$ cat src/rtl/serial_comp_collector.sv
// Serial-to-parallel collector for the 2's complementer output stream.
// Rebuilds LSB-first words and holds them in a one-entry valid/ready buffer.
module serial_comp_collector #(
    parameter  int WIDTH = 4,
    localparam int CW    = $clog2(WIDTH + 1)
) (
    input  logic             clk,
    input  logic             rst,
    input  logic             sin_bit,
    input  logic             sin_valid,
    input  logic             sin_first,
    output logic [WIDTH-1:0] word_out,
    output logic             word_valid,
    input  logic             word_ready,
    output logic [CW-1:0]    bit_cnt,
    output logic             frame_err,
    output logic             overflow,
    input  logic             clr_err
);

    typedef enum logic {IDLE, SHIFT} state_t;

    localparam logic [CW-1:0]    LAST = CW'(WIDTH - 1);
    localparam logic [WIDTH-2:0] TOP  = (WIDTH-1)'(1) << (WIDTH - 2);

    state_t             state_q, state_d;
    logic [WIDTH-2:0]   sreg_q, sreg_d;
    logic [CW-1:0]      cnt_q, cnt_d;
    logic [WIDTH-1:0]   word_q, word_d;
    logic               valid_q, valid_d;
    logic               ferr_q, ferr_d;
    logic               ovf_q, ovf_d;

    logic [WIDTH-2:0]   msb;
    logic [WIDTH-1:0]   new_word;
    logic               complete;
    logic               ferr_set;
    logic               ovf_set;

    // Holds only the WIDTH-1 bits seen so far; the last bit joins at completion.
    assign msb      = sin_bit ? TOP : '0;
    assign new_word = {sin_bit, sreg_q};

    always_comb begin
        state_d  = state_q;
        sreg_d   = sreg_q;
        cnt_d    = cnt_q;
        complete = 1'b0;
        ferr_set = 1'b0;
        unique case (state_q)
            IDLE: begin
                if (sin_valid) begin
                    if (sin_first) begin
                        sreg_d  = msb;
                        cnt_d   = CW'(1);
                        state_d = SHIFT;
                    end else begin
                        ferr_set = 1'b1;
                    end
                end
            end
            SHIFT: begin
                if (sin_valid) begin
                    if (sin_first) begin
                        sreg_d   = msb;
                        cnt_d    = CW'(1);
                        ferr_set = 1'b1;
                    end else if (cnt_q == LAST) begin
                        complete = 1'b1;
                        sreg_d   = '0;
                        cnt_d    = '0;
                        state_d  = IDLE;
                    end else begin
                        sreg_d = (sreg_q >> 1) | msb;
                        cnt_d  = cnt_q + CW'(1);
                    end
                end
            end
        endcase
    end

    // A consume on the completing edge frees the slot for the new word.
    always_comb begin
        word_d  = word_q;
        valid_d = valid_q;
        ovf_set = 1'b0;
        if (valid_q && word_ready) begin
            valid_d = 1'b0;
        end
        if (complete) begin
            if (!valid_q || word_ready) begin
                word_d  = new_word;
                valid_d = 1'b1;
            end else begin
                ovf_set = 1'b1;
            end
        end
        ferr_d = (clr_err ? 1'b0 : ferr_q) | ferr_set;
        ovf_d  = (clr_err ? 1'b0 : ovf_q) | ovf_set;
    end

    always_ff @(posedge clk or posedge rst) begin
        if (rst) begin
            state_q <= IDLE;
            sreg_q  <= '0;
            cnt_q   <= '0;
            word_q  <= '0;
            valid_q <= 1'b0;
            ferr_q  <= 1'b0;
            ovf_q   <= 1'b0;
        end else begin
            state_q <= state_d;
            sreg_q  <= sreg_d;
            cnt_q   <= cnt_d;
            word_q  <= word_d;
            valid_q <= valid_d;
            ferr_q  <= ferr_d;
            ovf_q   <= ovf_d;
        end
    end

    assign word_out   = word_q;
    assign word_valid = valid_q;
    assign bit_cnt    = cnt_q;
    assign frame_err  = ferr_q;
    assign overflow   = ovf_q;

endmodule

$ cat config.mk
export PLATFORM = sky130hd
export DESIGN_NAME = serial_comp_collector
export DESIGN_NICKNAME = d
export VERILOG_FILES = /design/src/rtl/serial_comp_collector.sv
export SDC_FILE = /design/constraint.sdc
export NUM_CORES = 1
export LEC_CHECK = 0
export ABC_AREA = 1
export CAP_MARGIN = 20
export CORE_MARGIN = 2
export CORE_UTILIZATION = 48
export CTS_CLUSTER_DIAMETER = 200
export DETAILED_ROUTE_END_ITERATION = 7
export PLACE_DENSITY = 0.79
export SYNTH_ARGS = -nofsm -noshare
export SYNTH_HDL_FRONTEND = slang
export SYNTH_SLANG_ARGS = --single-unit
$ cat constraint.sdc
create_clock -name clk -period 3.3 [get_ports clk]
set_clock_uncertainty 0.2 [all_clocks]
set_input_delay 0.495 -clock clk [delete_from_list [all_inputs] [get_ports clk]]
set_output_delay 0.495 -clock clk [all_outputs]
set_load 0.005 [all_outputs]
* After elaboration in Yosys (flattened, before gate mapping) *
Cells that the tools add are included.
Widths: inputs -> output; s select.

storage, ports and cells
  flip-flop bits (word level) = 14
  bits of input ports = 7
  logic and storage cells = 54

cells by class
  add/sub/neg operators = 1
  eq/ne operators = 4
  multiplexer cells = 33
  bitwise gates (word level) = 4
  reductions and logical operators = 5

operators with widths
  operator             number
  $mux 3               11
  $mux 1               18
  $pmux 3 s2           2
  $ne 2x2->1 const B   3
  $pmux 1 s2           2
  $add 3x1->3 const B  1
  $eq 3x2->1 const B   1
  $or 2x3->3           1
  $reduce_and 3->1     1
  $or 1x1->1           2
  $reduce_and 2->1     1
  $logic_and 1x1->1    1
  $logic_not 1->1      1
  $logic_or 1x1->1     1
  $not 1->1            1

* Logic depth before layout (Yosys ltp) *
  depth after elaboration = 7
  depth in mapped cells = 6

* Least setup slack after synthesis *
OpenSTA, ideal clock, no wires.

  path type = register to register
  start point = register cnt_q[0] (netlist: bit_cnt[0])
  end point = register word_q[0] (netlist: word_out[0])
  library setup time = 117 ps
  arrival = 1,010 ps
  required time = 2,983 ps
  setup slack = 1,973 ps
  stages on the path, launching flop included = 7
  buffers on the path = 0
  period minus slack after synthesis = 1,327 ps
  cell sequence = dfrtp_1 > ha_1 > nand2_2 > nor2_8 > nand2_4 > nand2_1 > nand2_1

between the ends
  word-level cells in the longest chain between the ends = 6

ends and longest elaborated chain
  element                     line  RTL
  start, declared             28    logic [CW-1:0] cnt_q, cnt_d;
  start signal, assigned      114   cnt_q <= cnt_d;
  $eq 3x2->1                  68    end else if (cnt_q == LAST) begin
  $mux 1                      68
  $mux 1                      64    if (sin_first) begin
  $mux 1                      63    if (sin_valid) begin
  $mux 1                      50    unique case (state_q)
  $reduce_and 2->1 (no line)  --
  end signal, assigned        115   word_q <= word_d;
  end, declared               29    logic [WIDTH-1:0] word_q, word_d;

Every way passes these cells.
A chain may end at the register's enable or synchronous reset.

* Worst setup path in the final report *
  start point = register cnt_q[0] (netlist: bit_cnt[0])
  end point = output bit_cnt[0]

RTL lines
  element        line  RTL
  end, declared  15    output logic [CW-1:0] bit_cnt,

No word-level cell between the ends.

==> results.txt <==
The run finished with clean final reports. The source of the worst hold timing path is word_out[3]$_DFFE_PP0P_. After detailed routing, the number of vias per cell comes to 5.04.

Setup violations remaining at the end of the flow were counted as 0. The flip-flop and latch count after synthesis is 14. The post-route non-filler standard cell count came out at about 100.

The number of DRC violations after detailed-routing iteration 0 came out at 27. The wire length on met2 is 569 um. The clock transition at the registers of the reported paths came out at 80 ps. The placed wire-length estimate after detailed placement is about 930 um. The number of global-route vias before repair is 535.

The overflow left after global routing came out at 0. Of the synthesized area, sequential elements account for 0.552. The worst hold path belongs to the class flip-flop to flip-flop. The highest fanout seen on the critical path is 4. The worst setup path is of the flip-flop to output port kind. The synthesized instance count came out at 70. The yosys synthesis warning count came out at 0.

The setup check on the worst reg-to-reg path leaves a slack of 1860 ps. Routability-driven placement finished with a final weighted congestion of approximately 0.83. Setup repair after global routing left no endpoint under its margin. STA classifies the critical path startpoint as a flip-flop. In the layout the commonest cells are 24 x nand2_1, 16 x clkdlybuf4s50_1, 14 x dfrtp_1, 8 x inv_1, 8 x nand3_1.

The leakage power summed over all cells came out at 0.414 nW. The pin count of the biggest net entering global routing came out at 15. The number of antenna violations at the first check in global routing is 0. The number of nets at the end of the flow came out at a little under 100. The count of final max-slew check failures is 0. The number of core rows came out at 13. The peak per-stage delay on the critical path is 520 ps. The smallest hold slack is 279 ps.

The clock buffer count from CTS came out at 3. For this configuration, the core starts out at a cell density of 0.500. The count of endpoints failing hold in the final timing report came out at 0.

The global routing usage summed across all routing layers is 0.190. Of the available clock period, the critical path in the final layout requires 0.568. The source-to-sink clock delay at the later pin of the worst-skew pair came out at 270 ps. The critical path goes through clkdlybuf4s50_1. The first global-routing pass estimated 2.04 mm of wire. At the worst endpoint, the required time is 2600 ps. The detailed route wirelength on metal3 is 74 um. At the pin with the least slew margin, the transition time is 520 ps. Leaving out fill and tap cells, the most frequent cell in the layout is nand2_1.

The met1 routed wirelength after detailed routing came out at between 500 and 600 um. In this run the top signal layer used is met4. Once the clock tree was built, the setup fixing pass inserted 0 buffers. The maximum resistive drop on vdd is ~0.42 mV. The post-cts repair resize count is 0.

The tree built by TritonCTS fans out to 14 sinks. The number of top-level pins is 17. The floorplan core area is 1270 um^2.

Buffers placed on the I/O ports in this run total 16. On the critical path, the stage with the largest delay is an instance of clkdlybuf4s50_1. The path with the worst hold slack has its endpoint at word_out[3]$_DFFE_PP0P_. The die outline height came out at 40.4 um. The minimum period implied by the final worst setup slack came out at 1870 ps. The routed wire length came out at between 1 and 1.5 mm. In the final layout, the share of cells above drive strength 1 is 0.0899. The mean instance size in the synthesized netlist came out at 9.06 um^2. TritonCTS built the clock tree. The distinct cell type count after synthesis is 16. Clock tree synthesis selected as its root buffer the cell clkbuf_4. The total instance count after detailed placement came out at 101. The floorplan step defined a die boundary enclosing 1630 um^2. By area the synthesized netlist is led by dfrtp_1 55%, nand2_1 14%, nand3_1 6.3%, inv_1 4.7%, nor2_8 3.2%. The via total after detailed routing came out at 524.

The combined buffer and inverter count along the critical path is 1. The category of the worst setup path capture point is an output port. The synthesized design spends more area on one cell type than any other, namely dfrtp_1. The depth of the worst register-to-register path came out at 6. Broken down by cell family, the worst path's largest delay share belongs to buffers and inverters. The number of stages on the worst hold path came out at 2. The DRC violations left is 0. The count of nets left with antenna violations once routing finished came out at 0. The worst pin sits at a relative slew slack of 0.653. In this run the critical register-to-register path is launched from bit_cnt[0]$_DFFE_PP0P_. The timing-limited maximum frequency came out at between 0.5 and 0.6 GHz. The power per unit of standard cell area is 621 nW/um^2.

The endpoint identified for the worst register-to-register timing path is word_out[1]$_DFFE_PP0P_. The total of max-cap violations came out at 0. The total standard cell area after synthesis came out at approximately 630 um^2. The number of H-tree levels is 1. The total negative slack for setup checks came out at 0 ps.

The share of synthesized area in the top cell type comes to 0.552. The synthesized netlist net count came out at 78. The number of detailed-routing iterations run before antenna repair came out at 4. The clock passes through at most 2 buffers.

The per-cell routed wire length came out at approximately 12 um. The critical path data arrival time came out at between 1000 and 1500 ps. The number of antenna repair diodes came out at 0. The die is 40.4 um wide. The layout overhead on the synthesized area is 31.8%.

The number of hold buffers added after CTS was 0.
## through the flow
stage	utilization	instance area (um^2)	worst slack, ps	total power [mW]
2_1_floorplan	-	634	1970	0.339
3_3_place_gp	0.641	813	1430	0.427
3_5_place_dp	0.641	813	1400	0.433
4_1_cts	0.659	836	1420	0.524
5_1_grt	0.659	836	1370	0.560
6_report	0.659	836	1430	0.519
## logic make-up after synthesis
family                     after synthesis  synth area share
adders and majority gates                1            0.0197
buffers and inverters                    9            0.0533
DFF                                     14             0.552
and+or+nand+nor                         38             0.304
AOI/OAI and AO/OA                        8            0.0710
## sequential cells by signal (all words and copies together) (netlist names)
| register | cells |
|---|---|
| word_out | 4 |
| overflow | 1 |
| word_valid | 1 |
| sreg_q | 3 |
| state_q | 1 |
| frame_err | 1 |
| bit_cnt | 3 |
## per-layer routing
| layer | vias up | track usage |
|---|---|---|
| li1 | 263 | - |
| met1 | 238 | 0.236 |
| met2 | 19 | 0.298 |
| met3 | 4 | 0.0444 |
| met4 | 0 | 0.108 |
| met5 | - | 0 |
## synth_stat cells
cell type,count
nand3_1,8
nand2_4,1
inv_1,8
nand3_4,1
ha_1,1
o221ai_1,1
o21ai_1,1
a31oi_1,1
a21oi_1,1
o21ai_0,4
nor2_1,2
inv_2,1
nand2_2,1
nand2_1,24
nor2_8,1
dfrtp_1,14
## power by group
part | total [mW] | switching [mW] | internal [mW]
registers | 0.248 | 0.0336 | 0.214
clock network | 0.0897 | 0.0476 | 0.0421
logic | 0.182 | 0.0856 | 0.0960
## worst max-delay path by stage
stage,start,endpoint,slack [ps],cells past startpoint
global route,bit_cnt[0]$_DFFE_PP0P_,bit_cnt[0],1370,1
CTS,bit_cnt[0]$_DFFE_PP0P_,bit_cnt[0],1420,1
global placement,sin_valid,word_out[1]$_DFFE_PP0P_,1430,6
finish,bit_cnt[0]$_DFFE_PP0P_,bit_cnt[0],1430,1
detailed placement,sin_valid,word_out[1]$_DFFE_PP0P_,1400,6
floorplan,bit_cnt[0]$_DFFE_PP0P_,word_out[0]$_DFFE_PP0P_,1970,6
## worst reg2reg max path, cell delays in order (launching register included)
cell and delay [ps]:
dfrtp_1 400, ha_1 220, nand2_2 140, nor2_8 190, nand2_4 80, nand2_1 60
nand2_1 50
## layout make-up
type	count	area, um^2
timing repair buffer	16	160
inverter	9	33.8
clock buffer	3	22.5
sequential	14	350
tap	15	18.8
fill	119	433
multi-input combinational	47	250
(Power assumes the default switching activity.)
